**src/rtl/calc1_port_responder.sv**
```systemverilog
// calc1 single-port responder: takes a command with operand 1, then operand 2, and
// answers with a one-cycle response code and result LATENCY + 1 cycles after the command.
module calc1_port_responder #(
    parameter int unsigned DATA_W  = 32,
    parameter int unsigned LATENCY = 3,
    parameter int unsigned SHAMT_W = 5
) (
    input  logic              c_clk,
    input  logic              reset,
    input  logic [3:0]        req_cmd_in,
    input  logic [DATA_W-1:0] req_data_in,
    output logic [1:0]        out_resp,
    output logic [DATA_W-1:0] out_data,
    output logic              busy,
    output logic              proto_err
);

    localparam int unsigned CntW = (LATENCY > 1) ? $clog2(LATENCY) : 1;

    localparam logic [3:0] CmdAdd = 4'd1;
    localparam logic [3:0] CmdSub = 4'd2;
    localparam logic [3:0] CmdShl = 4'd5;
    localparam logic [3:0] CmdShr = 4'd6;

    localparam logic [1:0] RespNone = 2'd0;
    localparam logic [1:0] RespOk   = 2'd1;
    localparam logic [1:0] RespErr  = 2'd2;

    typedef enum logic [1:0] {StIdle, StOp2, StExec, StResp} state_e;

    state_e            state_q;
    logic [3:0]        cmd_q;
    logic [DATA_W-1:0] op1_q;
    logic [DATA_W-1:0] res_q;
    logic [1:0]        code_q;
    logic [CntW-1:0]   cnt_q;
    logic [1:0]        out_resp_q;
    logic [DATA_W-1:0] out_data_q;
    logic              busy_q;
    logic              proto_err_q;

    logic [DATA_W-1:0] res_d;
    logic [1:0]        code_d;
    logic [DATA_W:0]   sum;

    // Operand 2 is taken straight from the bus in the OP2 cycle.
    always_comb begin
        res_d  = '0;
        code_d = RespErr;
        sum    = {1'b0, op1_q} + {1'b0, req_data_in};
        case (cmd_q)
            CmdAdd: begin
                if (!sum[DATA_W]) begin
                    code_d = RespOk;
                    res_d  = sum[DATA_W-1:0];
                end
            end
            CmdSub: begin
                if (req_data_in <= op1_q) begin
                    code_d = RespOk;
                    res_d  = op1_q - req_data_in;
                end
            end
            CmdShl: begin
                code_d = RespOk;
                res_d  = op1_q << req_data_in[SHAMT_W-1:0];
            end
            CmdShr: begin
                code_d = RespOk;
                res_d  = op1_q >> req_data_in[SHAMT_W-1:0];
            end
            default: begin
                code_d = RespErr;
                res_d  = '0;
            end
        endcase
    end

    always_ff @(posedge c_clk or negedge reset) begin
        if (!reset) begin
            state_q     <= StIdle;
            cmd_q       <= '0;
            op1_q       <= '0;
            res_q       <= '0;
            code_q      <= RespNone;
            cnt_q       <= '0;
            out_resp_q  <= RespNone;
            out_data_q  <= '0;
            busy_q      <= 1'b0;
            proto_err_q <= 1'b0;
        end else begin
            out_resp_q <= RespNone;
            out_data_q <= '0;
            if (state_q != StIdle && req_cmd_in != 4'd0) begin
                proto_err_q <= 1'b1;
            end
            case (state_q)
                StIdle: begin
                    if (req_cmd_in != 4'd0) begin
                        cmd_q   <= req_cmd_in;
                        op1_q   <= req_data_in;
                        busy_q  <= 1'b1;
                        state_q <= StOp2;
                    end
                end
                StOp2: begin
                    res_q  <= res_d;
                    code_q <= code_d;
                    if (LATENCY <= 1) begin
                        out_resp_q <= code_d;
                        out_data_q <= res_d;
                        state_q    <= StResp;
                    end else begin
                        cnt_q   <= CntW'(LATENCY - 1);
                        state_q <= StExec;
                    end
                end
                StExec: begin
                    cnt_q <= cnt_q - 1'b1;
                    // Counter reaching zero on this edge means the response cycle is next.
                    if (cnt_q == CntW'(1)) begin
                        out_resp_q <= code_q;
                        out_data_q <= res_q;
                        state_q    <= StResp;
                    end
                end
                StResp: begin
                    busy_q  <= 1'b0;
                    state_q <= StIdle;
                end
                default: state_q <= StIdle;
            endcase
        end
    end

    assign out_resp  = out_resp_q;
    assign out_data  = out_data_q;
    assign busy      = busy_q;
    assign proto_err = proto_err_q;

endmodule

```
**config.mk**
```make
export PLATFORM = sky130hd
export DESIGN_NAME = calc1_port_responder
export DESIGN_NICKNAME = d
export VERILOG_FILES = /design/src/rtl/calc1_port_responder.sv
export SDC_FILE = /design/constraint.sdc
export NUM_CORES = 1
export LEC_CHECK = 0
export BUFFER_PORTS_ARGS = -buffer_cell sky130_fd_sc_hd__buf_2
export CORE_MARGIN = 8
export CORE_UTILIZATION = 40
export DETAILED_ROUTE_END_ITERATION = 12
export PLACE_DENSITY = 0.54
export SETUP_SLACK_MARGIN = 0.3
export SYNTH_ARGS = -nofsm -noshare
export SYNTH_HDL_FRONTEND = slang
export SYNTH_SLANG_ARGS = --single-unit
```
**constraint.sdc**
```tcl
create_clock -name c_clk -period 3.2 [get_ports c_clk]
set_clock_uncertainty 0.05 [all_clocks]
set_input_delay 0.16 -clock c_clk [delete_from_list [all_inputs] [get_ports c_clk]]
set_output_delay 0.16 -clock c_clk [all_outputs]
set_load 0.1 [all_outputs]
```
Yosys cells after proc, flatten, opt, wreduce, memory -nomap -nowiden
Index checks and enable logic that the tools add are counted.
Word-level totals
  bits in registers: 110
  word-level logic and storage cells: 52
  input port bits: 38
Operators by class
  add/subtract/negate cells: 3
  magnitude comparators: 1
  reduce and logical (&&, ||, !) cells: 10
  equality and inequality tests: 10
  shift operators: 2
  muxes and demuxes: 16
Operators with widths (number)
  2-to-1 mux 32 bit: 4
  case mux 32 bit (4 select lines): 1
  adder 32 x 32 -> 33 bit: 1
  <= comparator 32 bit: 1
  left shift 32 x 5 -> 32 bit: 1
  right shift 32 x 5 -> 32 bit: 1
  subtractor 32 bit: 1
  2-to-1 mux 2 bit: 6
  == test 4 x 3 -> 1 bit, second input constant: 2
  case mux 2 bit (4 select lines): 1
  case mux 2 bit (3 select lines): 1
  AND reduction 2 bit: 3
  nonzero test 2 bit: 3
  == test 2 x 1 -> 1 bit, second input constant: 2
  == test 2 bit, second input constant: 2
  == test 4 x 1 -> 1 bit, second input constant: 1
  == test 4 x 2 -> 1 bit, second input constant: 1
  inequality test 2 bit, second input constant: 2
  case mux 2 bit (2 select lines): 1
  nonzero test 4 bit: 1
  logical NOT 2 bit: 1
  case mux 1 bit (2 select lines): 1
  OR reduction 2 bit: 1
  subtractor 2 x 1 -> 2 bit, second input constant: 1
  other kinds (2): 2

Depth between registers and ports, before layout
Gate-level depths: netlist of run 1.
  word-level depth: 3
  gate-level depth with buffers: 16
  mapped depth without buffers: 12

Worst setup path before layout of run 1
Ideal clock, no wire load.
  kind: input port to flip-flop
  start point: in req_data_in[3]
  end point: reg res_q[13]
  data required time: 3.024 ns
  setup slack: 0.030 ns
  cell stages on the path: 15
  path buffers: 5
  arrival: 2.994 ns
  setup time: 0.126 ns
  cells stage by stage: clkbuf_1 clkinv_1 clkbuf_1 ha_1 buf_6 o211ai_2 a21oi_2 o41ai_4 o211ai_2 a22o_1 buf_6 buf_6 a2bb2oi_1 mux2i_1 o32a_1
Between the ends
  word-level cells in the longest chain between the ends: 3
  elaborated cells between the ends (all ways): 8
RTL lines
  from (decl): line 11  | input logic [DATA_W-1:0] req_data_in,
  subtractor 32 bit (tied with other cells): line 61  | res_d = op1_q - req_data_in;
  2-to-1 mux 32 bit, on equally long branches: line 59, 53
  case mux 32 bit (4 select lines) (*): line 51  | case (cmd_q)
  to (signal assigned): line 107  | res_q <= res_d;
  to (decl): line 34  | logic [DATA_W-1:0] res_q;
Every way passes the cells marked *; elsewhere a longest branch is shown, timed or not.
A chain may end at the register's enable or synchronous reset.

Worst setup path after layout of run 1
  start point: reg op1_q[4]
  end point: reg res_q[7]
Between the ends
  word-level cells in the longest chain between the ends: 3
  elaborated cells between the ends (all ways): 8
RTL lines
  from (decl): line 33  | logic [DATA_W-1:0] op1_q;
  from (signal assigned): line 101  | op1_q <= req_data_in;
  subtractor 32 bit (tied with other cells): line 61
  2-to-1 mux 32 bit, on equally long branches: line 59, 53
  case mux 32 bit (4 select lines) (*): line 51
Marked as above.

==> impl_metrics.yaml, run 1 <==
die:
  die_h_um: 185
  rows: 62
  die_w_um: 185
  die-area_um2: 34300
  coreArea_um2: 28400
  ios: 74
  start_util_pct: 40.3
worst_setup_path:
  cp_data_arrival_time_ns: 3.30
  cp_max_fo: 5
  start_kind: "flip-flop"
  cp-end-kind: "flip-flop"
  worstPathRequired_ns: 3.41
  path_class: "flip-flop to flip-flop"
clock_network:
  path_clk_slew_ns: 0.09
  cts_root_buf: "clkbuf_16"
  cts_buffers: 9
  cts_max_level: 3
  cts_tree: "done"
  clock_path_buffers: 2
  cts.sinks: 110
  clock_latency_ns: 0.39
global_routing:
  antenna_found_initial: 0
  grt_busiest_layer: "met2"
  met2_usage_pct: 42.7
  grt_max_degree: 81
  grt_usage_pct: 26.9
  grt_use_met1_pct: 36.8
  gr-usage-met3_pct: 3.39
  grt_pass1_vias: 11900
  grt_first_pass_wirelength_mm: 70.9
  overflow: 0
place:
  portBuffers: 73
  gp_congestion: 0.966
  dp_slack_ns: 0.0130
  post-dp-hpwl_mm: 35.3
detailed_routing:
  wl_mm: 46.8
  viasPerCell: 6.09
  vias: 12200
  route.detailed.drc: 0
  dr.pass1.iters: 5
  detail-route-antenna-nets: 0
  drtIter0Drc: 1060
  post_drt_wl_per_cell_um: 23.3
logic_synthesis:
  avgSynthCellArea_um2: 7.90
  ys_async_sr_fraction_pct: 100
  synth_edf_count: 0
  ys_warn_count: 0
  yosys.area.top_type: "dfrtp_1"
  syn_nets: 1558
  ys_seq_area_share_pct: 24.1
  syn-cell-area_um2: 11400
  netlist_instances: 1447
  synth_area_leaders: "dfrtp_1 24%, ha_1 7.8%, a21oi_1 5.9%"
  synth_seq_cells: 110
  synth_top_area_share_pct: 24.1
  synth.distinct_cells: 90
  synth_flop_cell: "dfrtp_1"
sta:
  finalCritPeriodShare_pct: 96.4
  max_slew.worst_pin.slew_ns: 0.927
  hold_slack_ns: 0.00179
  fmax_ghz: 0.324
  finalSetupViolCount: 0
  post-route-min-period_ns: 3.08
  slew_headroom_pct: 38.2
  hold_viol_final: 0
  grt_setup_unrepaired: "yes"
  timing.setup.tns_ns: 0
  drv_slew: 0
  layout_setup_ws_ns: 0.115
finish:
  nFillCells: 2880
  areaGrowthSynthToFinish_pct: 23.6
  diodes: 0
  multi_input_area_um2: 8420
  nNetsFinal: 1727
  final-seq-area_um2: 2750
  drive_above_1_share_pct: 27.1
power:
  power.density_nw_per_um2: 991
  finalPower_w: 0.0140
  ir_drop_mv: 0.488
  power_leakage_nw: 6.35
outcome:
  outcome: "completed"
hold_path:
  hp-class: "input pin to flip-flop"
job:
  cap_viol_max_count: 0
-- report_power, final --
part	switching, W	internal (W)
clock	0.000633	0.000620
combinational	0.00627	0.00414
sequential	0.000440	0.00190
total	0.00734	0.00666
-- flip-flops by register name (all words and copies together), names as in the netlist --
register   cells
res_q         32
state_q        2
busy           1
proto_err      1
cnt_q          2
out_data      32
code_q         2
out_resp       2
cmd_q          4
op1_q         32
-- per-stage QoR --
stage               cell area [um2]  utilization, %  cells
CTS                           13700            48.4   1994
floorplan                     11500               -   1447
global route                  14100            49.8   2004
detailed placement            13100            46.0   1962
finish                        14100            49.8   2004
global placement              13100            46.0   1962
-- cell usage in the layout (no fill, tap or decap), drive strengths merged, types with 9 or more instances in the layout --
cell type,count
o211ai,25
clkbuf,10
o311ai,10
a221o,9
o31ai,18
a21oi,139
o22ai,19
xnor2,12
nor4,16
o221ai,13
nand4,10
o22a,11
mux2,14
a31oi,20
a221oi,11
o21ai,129
o21bai,15
a21o,14
nand3,19
dfrtp,110
nor2b,11
ha,71
nand2b,27
inv,78
a211oi,21
mux2i,60
and3,43
mux4,19
and2,9
nor3,21
nand2,119
nor2,158
buf,255
-- final timing paths --
check / from / endpoint / slack, ns / depth (start not counted)
min in group asynchronous: reset / res_q[15] / 0.40 / 2
setup / recovery: op1_q[4] / res_q[7] / 0.12 / 13
hold reg to reg: proto_err / proto_err / 0.42 / 1
hold / removal: req_data_in[29] / op1_q[29] / 0.002 / 3
setup reg to reg: op1_q[4] / res_q[7] / 0.12 / 13
max in group asynchronous: reset / op1_q[30] / 1.92 / 3
-- metal layers --
metal	up-vias	part of all wire [%]	wire length, um
li1	5684	-	-
met1	5950	45	20900
met2	490	45	21100
met3	83	7.0	3270
met4	0	3.2	1500
met5	-	0	0
-- synth_stat cells (all sizes together), types with 5 or more instances --
master	instances
buf	53
nor2b	11
mux4	19
dfrtp	110
o21bai	15
a311oi	5
a221o	9
inv	76
mux2i	60
nand2	119
and2	6
clkbuf	53
a2bb2oi	5
o21ai	129
o31ai	18
nor3	21
nor4	16
mux2	14
nand2b	27
nand4	10
nand3	19
o221ai	13
o22ai	19
a221oi	11
o311ai	10
ha	71
o22a	11
o21a	5
o41ai	6
a21oi	139
xnor2	12
a31oi	20
and3	43
or2	6
or4	6
o211ai	25
a211oi	21
a21o	14
a22o	7
nor2	158
-- final cells by class --
type,instances,area share (%)
clock buffers,9,1.59
clock inverters,6,0.575
inverters,79,2.11
multi-input cells,1155,59.6
flip-flops and latches,110,19.5
well taps,384,3.40
repair buffers,261,13.3
-- cells by family (layout without fill, tap and decap cells) --
family / after synthesis / count (layout) / share of synthesized area [%]
XOR/XNOR: 13 / 13 / 0.996
AND/OR/NAND/NOR: 459 / 462 / 19.3
flip-flops: 110 / 110 / 24.1
adder cells (fa/ha/maj): 73 / 73 / 8.12
AO/OA/AOI/OAI: 514 / 514 / 30.0
buffers and inverters: 185 / 355 / 7.11
multiplexers: 93 / 93 / 10.4
-- critical path, stage by stage, from the launching register on --
cell      delay (ns)
dfrtp_1         0.41
ha_1            0.38
buf_4           0.20
nor2_2          0.16
o311ai_4        0.13
a21oi_2         0.23
o211ai_1        0.12
buf_4           0.16
a21o_4          0.25
and2_4          0.20
a221oi_2        0.30
a21oi_2         0.07
buf_4           0.15
o22a_1          0.15
-- timing repair --
action	CTS	global route
endpoints found under the setup margin	34	34
buffers inserted	10	8
pin swaps	20	28
endpoints found under the hold margin	68	0
gates cloned	2	2
gates resized for setup	58	64
hold buffers	5	0
Note: power is estimated with default switching activity, not from simulation.
==> inputs of run 2 (changes only) <==
--- a/config.mk
+++ b/config.mk
@@ -8,6 +8,7 @@
 export BUFFER_PORTS_ARGS = -buffer_cell sky130_fd_sc_hd__buf_2
 export CORE_MARGIN = 8
 export CORE_UTILIZATION = 40
+export CTS_BUF_LIST = sky130_fd_sc_hd__clkbuf_8
 export DETAILED_ROUTE_END_ITERATION = 12
 export PLACE_DENSITY = 0.54
 export SETUP_SLACK_MARGIN = 0.3
==> constraint.sdc (replaced) <==
create_clock -name c_clk -period 3.2 [get_ports c_clk]
set_clock_uncertainty 0.05 [all_clocks]
set_input_delay 0.16 -clock c_clk [delete_from_list [all_inputs] [get_ports c_clk]]
set_output_delay 0.16 -clock c_clk [all_outputs]
set_load 0.005 [all_outputs]
==> run 2 against run 1 <==
  * Combinational power about the same
  * Sequential cell count stayed put
  * Global-route usage about the same
  * Clock-buffer cell count did not move
  * Critical path depth grew 1
  * Fmax grew 0.64%
  * Worst hold slack improved by 0.049 ns
  * Sequential share of layout area is 0.28 points lower
  * Critical path type unchanged
  * Critical endpoint unchanged
  * Largest cell class unchanged
  * Highest routed layer unchanged
==> impl_metrics.yaml, run 2 (synthesized netlist as in run 1, its figures left out) <==
detailed_routing:
  wl_mm: 46.7
  met2_length_mm: 21.3
  route.detailed.drc: 0
  dr.pass1.iters: 5
  wl_met1_mm: 20.8
  detail-route-antenna-nets: 0
  vias: 12300
  drtIter0Drc: 1130
  routed.top_layer: "met4"
  viasPerCell: 6.06
  wl_met3_mm: 3.23
  post_drt_wl_per_cell_um: 23.0
place:
  dp_cells: 1962
  gp_congestion: 0.966
  post-dp-hpwl_mm: 35.3
  dp_slack_ns: 0.0130
  placed_cell_area_um2: 13100
  portBuffers: 73
die:
  ios: 74
  die_w_um: 185
  start_util_pct: 40.3
  die_h_um: 185
  die-area_um2: 34300
  coreArea_um2: 28400
  rows: 62
finish:
  stdcell_count: 2032
  drive_above_1_share_pct: 26.8
  final_common_cell: "buf_4"
  mostFrequentLayoutCells: "171 x buf_4, 154 x nor2_1, 121 x a21oi_1"
  final_area_um2: 14300
  nFillCells: 2858
  nNetsFinal: 1755
  areaGrowthSynthToFinish_pct: 25.4
  fin_util_pct: 50.5
  diodes: 0
power:
  power_leakage_nw: 6.43
  power.density_nw_per_um2: 946
  ir_drop_mv: 0.505
job:
  cap_viol_max_count: 0
global_routing:
  antenna_found_initial: 0
  grt_pass1_vias: 12000
  grt_usage_pct: 26.9
  grt_first_pass_wirelength_mm: 71.2
  overflow: 0
  grt_max_degree: 81
worst_setup_path:
  cp_data_arrival_time_ns: 3.32
  cp-startpoint: "op1_q[0]"
  start_kind: "flip-flop"
  cp_max_fo: 5
  cp-end-kind: "flip-flop"
  r2r_start: "op1_q[0]"
  reg2reg_slack_ns: 0.13
  worstPathRequired_ns: 3.46
  path_class: "flip-flop to flip-flop"
clock_network:
  path_clk_slew_ns: 0.12
  cts_root_buf: "clkbuf_8"
  cts_tree: "done"
  clock_latency_ns: 0.44
  cts_max_level: 3
  cts.sinks: 110
  cts_buffers: 9
  clock_path_buffers: 2
sta:
  fmax_ghz: 0.326
  timing.setup.tns_ns: 0
  post-route-min-period_ns: 3.07
  hold_viol_final: 0
  finalSetupViolCount: 0
  drv_slew: 0
  slew_headroom_pct: 38.0
  finalCritPeriodShare_pct: 95.8
  max_slew.worst_pin.slew_ns: 0.929
  grt_setup_unrepaired: "yes"
  layout_setup_ws_ns: 0.135
hold_path:
  min_from: "req_data_in[7]"
  hp-class: "input pin to flip-flop"
outcome:
  outcome: "completed"
## run 2: cell count changes in the layout (fill, tap and decap cells not counted), sizes merged
cell / previous run / this run
dlygate4sd3: 5 / 30
nand2: 119 / 120
clkbuf: 10 / 9
and2: 9 / 8
buf: 255 / 259
## run 2: final cells by class
type                    count  area (um2)  share of cell area (%)
flip-flops and latches    110        2750                    19.2
multi-input cells        1155        8440                    58.9
well taps                 384         480                    3.35
clock buffers               9         124                   0.864
inverters                  79         298                    2.08
clock inverters             6        81.3                   0.567
repair buffers            289        2160                    15.1
## run 2: repair_timing
item,in CTS,in global routing
resized for setup,67,62
setup endpoints to repair,34,34
hold endpoints to repair,94,0
gates cloned,2,1
hold buffers,30,0
pin swaps,24,24
buffers inserted,12,10
## run 2: stage by stage
step | total power [W] | hold WS (ns)
3_3_place_gp | 0.0115 | 0.309
6_report | 0.0136 | 0.0504
5_1_grt | 0.0144 | 0.0430
4_1_cts | 0.0130 | 0.0164
3_5_place_dp | 0.0115 | 0.312
2_1_floorplan | 0.00793 | -0.186
## run 2: final timing paths
check,to,depth (start not counted)
max in group asynchronous,out_data[30],3
setup / recovery,res_q[7],14
setup reg to reg,res_q[7],14
hold reg to reg,proto_err,1
hold / removal,op1_q[7],3
min in group asynchronous,res_q[15],2
## run 2: report_power, final
group          leakage [nW]  switching, W  total, W  internal [W]
Clock                0.0966      0.000606  0.000980      0.000374
Sequential             1.38      0.000429   0.00233       0.00190
Combinational          4.95       0.00611    0.0103       0.00415
Total                  6.43       0.00715    0.0136       0.00642
## run 2: critical path, cell delays in order (launching register included)
cell	delay [ns]
dfrtp_1	0.41
ha_2	0.20
inv_2	0.04
fa_2	0.38
nor2_4	0.13
o311ai_4	0.11
a21oi_2	0.23
o211ai_1	0.12
buf_4	0.17
a21o_4	0.25
and2_4	0.20
a221oi_4	0.28
a21oi_2	0.07
buf_4	0.15
o22a_1	0.15
## run 2: layer usage
metal	GRT usage, %	up-vias
li1	-	5741
met5	0	-
met3	3.51	81
met1	36.7	6023
met4	9.35	0
met2	43.2	466
==> inputs of run 3 (changes only) <==
--- a/config.mk
+++ b/config.mk
@@ -5,12 +5,13 @@
 export SDC_FILE = /design/constraint.sdc
 export NUM_CORES = 1
 export LEC_CHECK = 0
+export ABC_AREA = 1
 export BUFFER_PORTS_ARGS = -buffer_cell sky130_fd_sc_hd__buf_2
 export CORE_MARGIN = 8
 export CORE_UTILIZATION = 40
 export CTS_BUF_LIST = sky130_fd_sc_hd__clkbuf_8
 export DETAILED_ROUTE_END_ITERATION = 12
-export PLACE_DENSITY = 0.54
+export PLACE_DENSITY = 0.53
 export SETUP_SLACK_MARGIN = 0.3
 export SYNTH_ARGS = -nofsm -noshare
 export SYNTH_HDL_FRONTEND = slang
==> run 3 against run 2 <==
  * Critical path depth up 4
  * Non-clock buffer count decreased by 134
  * Largest power group unchanged
  * Power is 5.6% lower
  * Wire length increased by 20%
  * Synthesized area increased by 14%
  * Worst hold slack improved by 0.0032 ns
  * Clock power is 16% lower
  * Sequential power increased by 2%
  * Clock-buffer cell count is the same
  * Via count grew 22%
  * Sequential share of layout area fell by 0.34 points
  * Synthesized cell count grew 63%
==> impl_metrics.yaml, run 3 <==
place:
  placed_cell_area_um2: 13900
  portBuffers: 73
  post-dp-hpwl_mm: 45.4
  gp_congestion: 1.06
logic_synthesis:
  ys_async_sr_fraction_pct: 100
  synth_area_leaders: "nand2_1 23%, dfrtp_1 21%, nand3_1 13%"
  synth_edf_count: 0
  syn_nets: 2471
  ys_warn_count: 0
  yosysMostFrequentCell: "nand2_1"
  syn-cell-area_um2: 13100
  synth_flop_cell: "dfrtp_1"
  avgSynthCellArea_um2: 5.54
  ys_seq_area_share_pct: 21.0
  synth_seq_cells: 110
  netlist_instances: 2360
  yosys.area.top_type: "nand2_1"
  yosys-top-cells-count: "796 x nand2_1, 380 x inv_1, 348 x nand3_1"
  synth.distinct_cells: 39
  synth_top_area_share_pct: 22.8
worst_setup_path:
  cp-end-kind: "flip-flop"
  reg2reg_slack_ns: 0.43
  r2r_start: "op1_q[0]"
  timing.rr.end: "res_q[30]"
  rr_worst_depth: 18
  path_delay_family: "buffers and inverters"
  crit_top_cell: "nand2_1"
  start_kind: "input pin"
  worstPathRequired_ns: 3.47
  max_stage_delay_ns: 0.53
  cp_max_fo: 8
  cp_data_arrival_time_ns: 3.10
  cp_num_buf_inv: 7
  crit_path_cell_trace: "dlygate4sd3_1 -> buf_2 -> inv_1 -> ha_1 -> nand2_1 -> inv_1 -> nand2_1 -> nand2_1 -> a21oi_1 -> nand3_2 -> nand2_2 -> a21oi_4 -> buf_12 -> buf_12 -> nand2_1 -> nand3_1 -> nand2_1 -> inv_1"
  path_class: "input pin to flip-flop"
  cp-startpoint: "req_data_in[11]"
  slowest_stage: "dlygate4sd3_1"
die:
  die_h_um: 197
  start_util_pct: 40.4
  die_w_um: 197
  coreArea_um2: 32400
  rows: 66
  die-area_um2: 38700
  ios: 74
sta:
  finalSetupViolCount: 0
  timing.setup.tns_ns: 0
  grt_setup_unrepaired: "no"
  finalCritPeriodShare_pct: 88.2
  fmax_ghz: 0.354
  hold_viol_final: 0
  max_slew.worst_pin.slew_ns: 0.844
  hold_slack_ns: 0.0537
  drv_slew: 0
  slew_headroom_pct: 43.7
  post-route-min-period_ns: 2.82
global_routing:
  antenna_found_initial: 3
  grt_max_degree: 75
  overflow: 0
  grt_usage_pct: 28.7
  grt_first_pass_wirelength_mm: 84.8
  grt_pass1_vias: 13800
clock_network:
  cts_tree: "done"
  cts_max_level: 3
  cts.sinks: 110
  cts_buffers: 9
  path_clk_slew_ns: 0.11
  clock_path_buffers: 2
  cts_root_buf: "clkbuf_8"
  clock_latency_ns: 0.45
detailed_routing:
  dr.pass1.iters: 6
  route.detailed.drc: 0
  wl_mm: 56.3
  vias: 15000
  viasPerCell: 5.23
  detail-route-antenna-nets: 0
  post_drt_wl_per_cell_um: 19.6
  drtIter0Drc: 1461
hold_path:
  hp-class: "input pin to flip-flop"
  min_from: "req_data_in[12]"
  hold_end: "op1_q[12]"
  whs_path_depth: 3
finish:
  mostFrequentLayoutCells: "796 x nand2_1, 376 x inv_1, 345 x nand3_1"
  final_area_um2: 14600
  drive_above_1_share_pct: 8.60
  areaGrowthSynthToFinish_pct: 11.7
  nNetsFinal: 2539
  final_common_cell: "nand2_1"
job:
  cap_viol_max_count: 0
power:
  power.density_nw_per_um2: 877
  ir_drop_mv: 0.480
  finalPower_w: 0.0128
  power_leakage_nw: 8.31
outcome:
  outcome: "completed"
-- run 3: cells by family (layout without fill, tap and decap cells) --
family	Yosys count	in the layout	share of synthesized area, %
simple gates	1501	1501	48.5
buf+inv	487	558	14.8
compound gates	165	165	6.97
flops	110	110	21.0
fa+ha+maj	73	73	7.10
xor+xnor	24	24	1.61
other cells	0	2	0
-- run 3: where the power goes --
part | leakage [nW] | total (W) | switching (W) | internal [W]
combinational | 6.84 | 0.00961 | 0.00672 | 0.00289
sequential | 1.39 | 0.00238 | 0.000504 | 0.00188
clock | 0.0817 | 0.000819 | 0.000541 | 0.000278
-- run 3: timing repair --
item                                   CTS  global route
hold buffers                            30             0
endpoints found under the hold margin  111             0
setup endpoints to repair               10            32
gates cloned                             0             2
pin swaps                                0             2
buffers inserted                         0             6
gates resized for setup                  4            28
-- run 3: worst max-delay path by stage --
stage	endpoint	cells past startpoint
after floorplan	res_q[8]	22
after global placement	res_q[17]	13
after detailed placement	res_q[17]	13
after CTS	res_q[30]	17
after global routing	res_q[17]	12
final	res_q[30]	18
-- run 3: cell type report --
class                   count  area (um2)
diodes                      2        5.00
clock buffers               9         124
clock inverters             5        35.0
fillers                  3720       17800
inverters                 389        1460
multi-input cells        1763        8510
flip-flops and latches    110        2750
well taps                 442         553
repair buffers            155        1170
-- run 3: tightest hold or removal path, cell delays in order --
cell and delay, ns:
buf_2 0.16, nand2_1 0.08, o21ai_0 0.09
-- run 3: per-stage QoR --
stage / instances / setup slack, ns / utilization (%)
2_1_floorplan: 2360 / 0.632 / -
3_3_place_gp: 2821 / 0.222 / 42.9
3_5_place_dp: 2821 / 0.229 / 42.9
4_1_cts: 2865 / 0.311 / 44.4
5_1_grt: 2873 / 0.304 / 45.1
6_report: 2875 / 0.378 / 45.1
-- run 3: metal layers --
metal  up-vias  global-route usage [%]  share of wire, %
met3        95                    4.83               7.8
li1       7443                       -                 -
met2       617                    42.8                42
met1      6865                    40.5                46
met5         -                       0             0.078
met4         6                    11.6               3.9
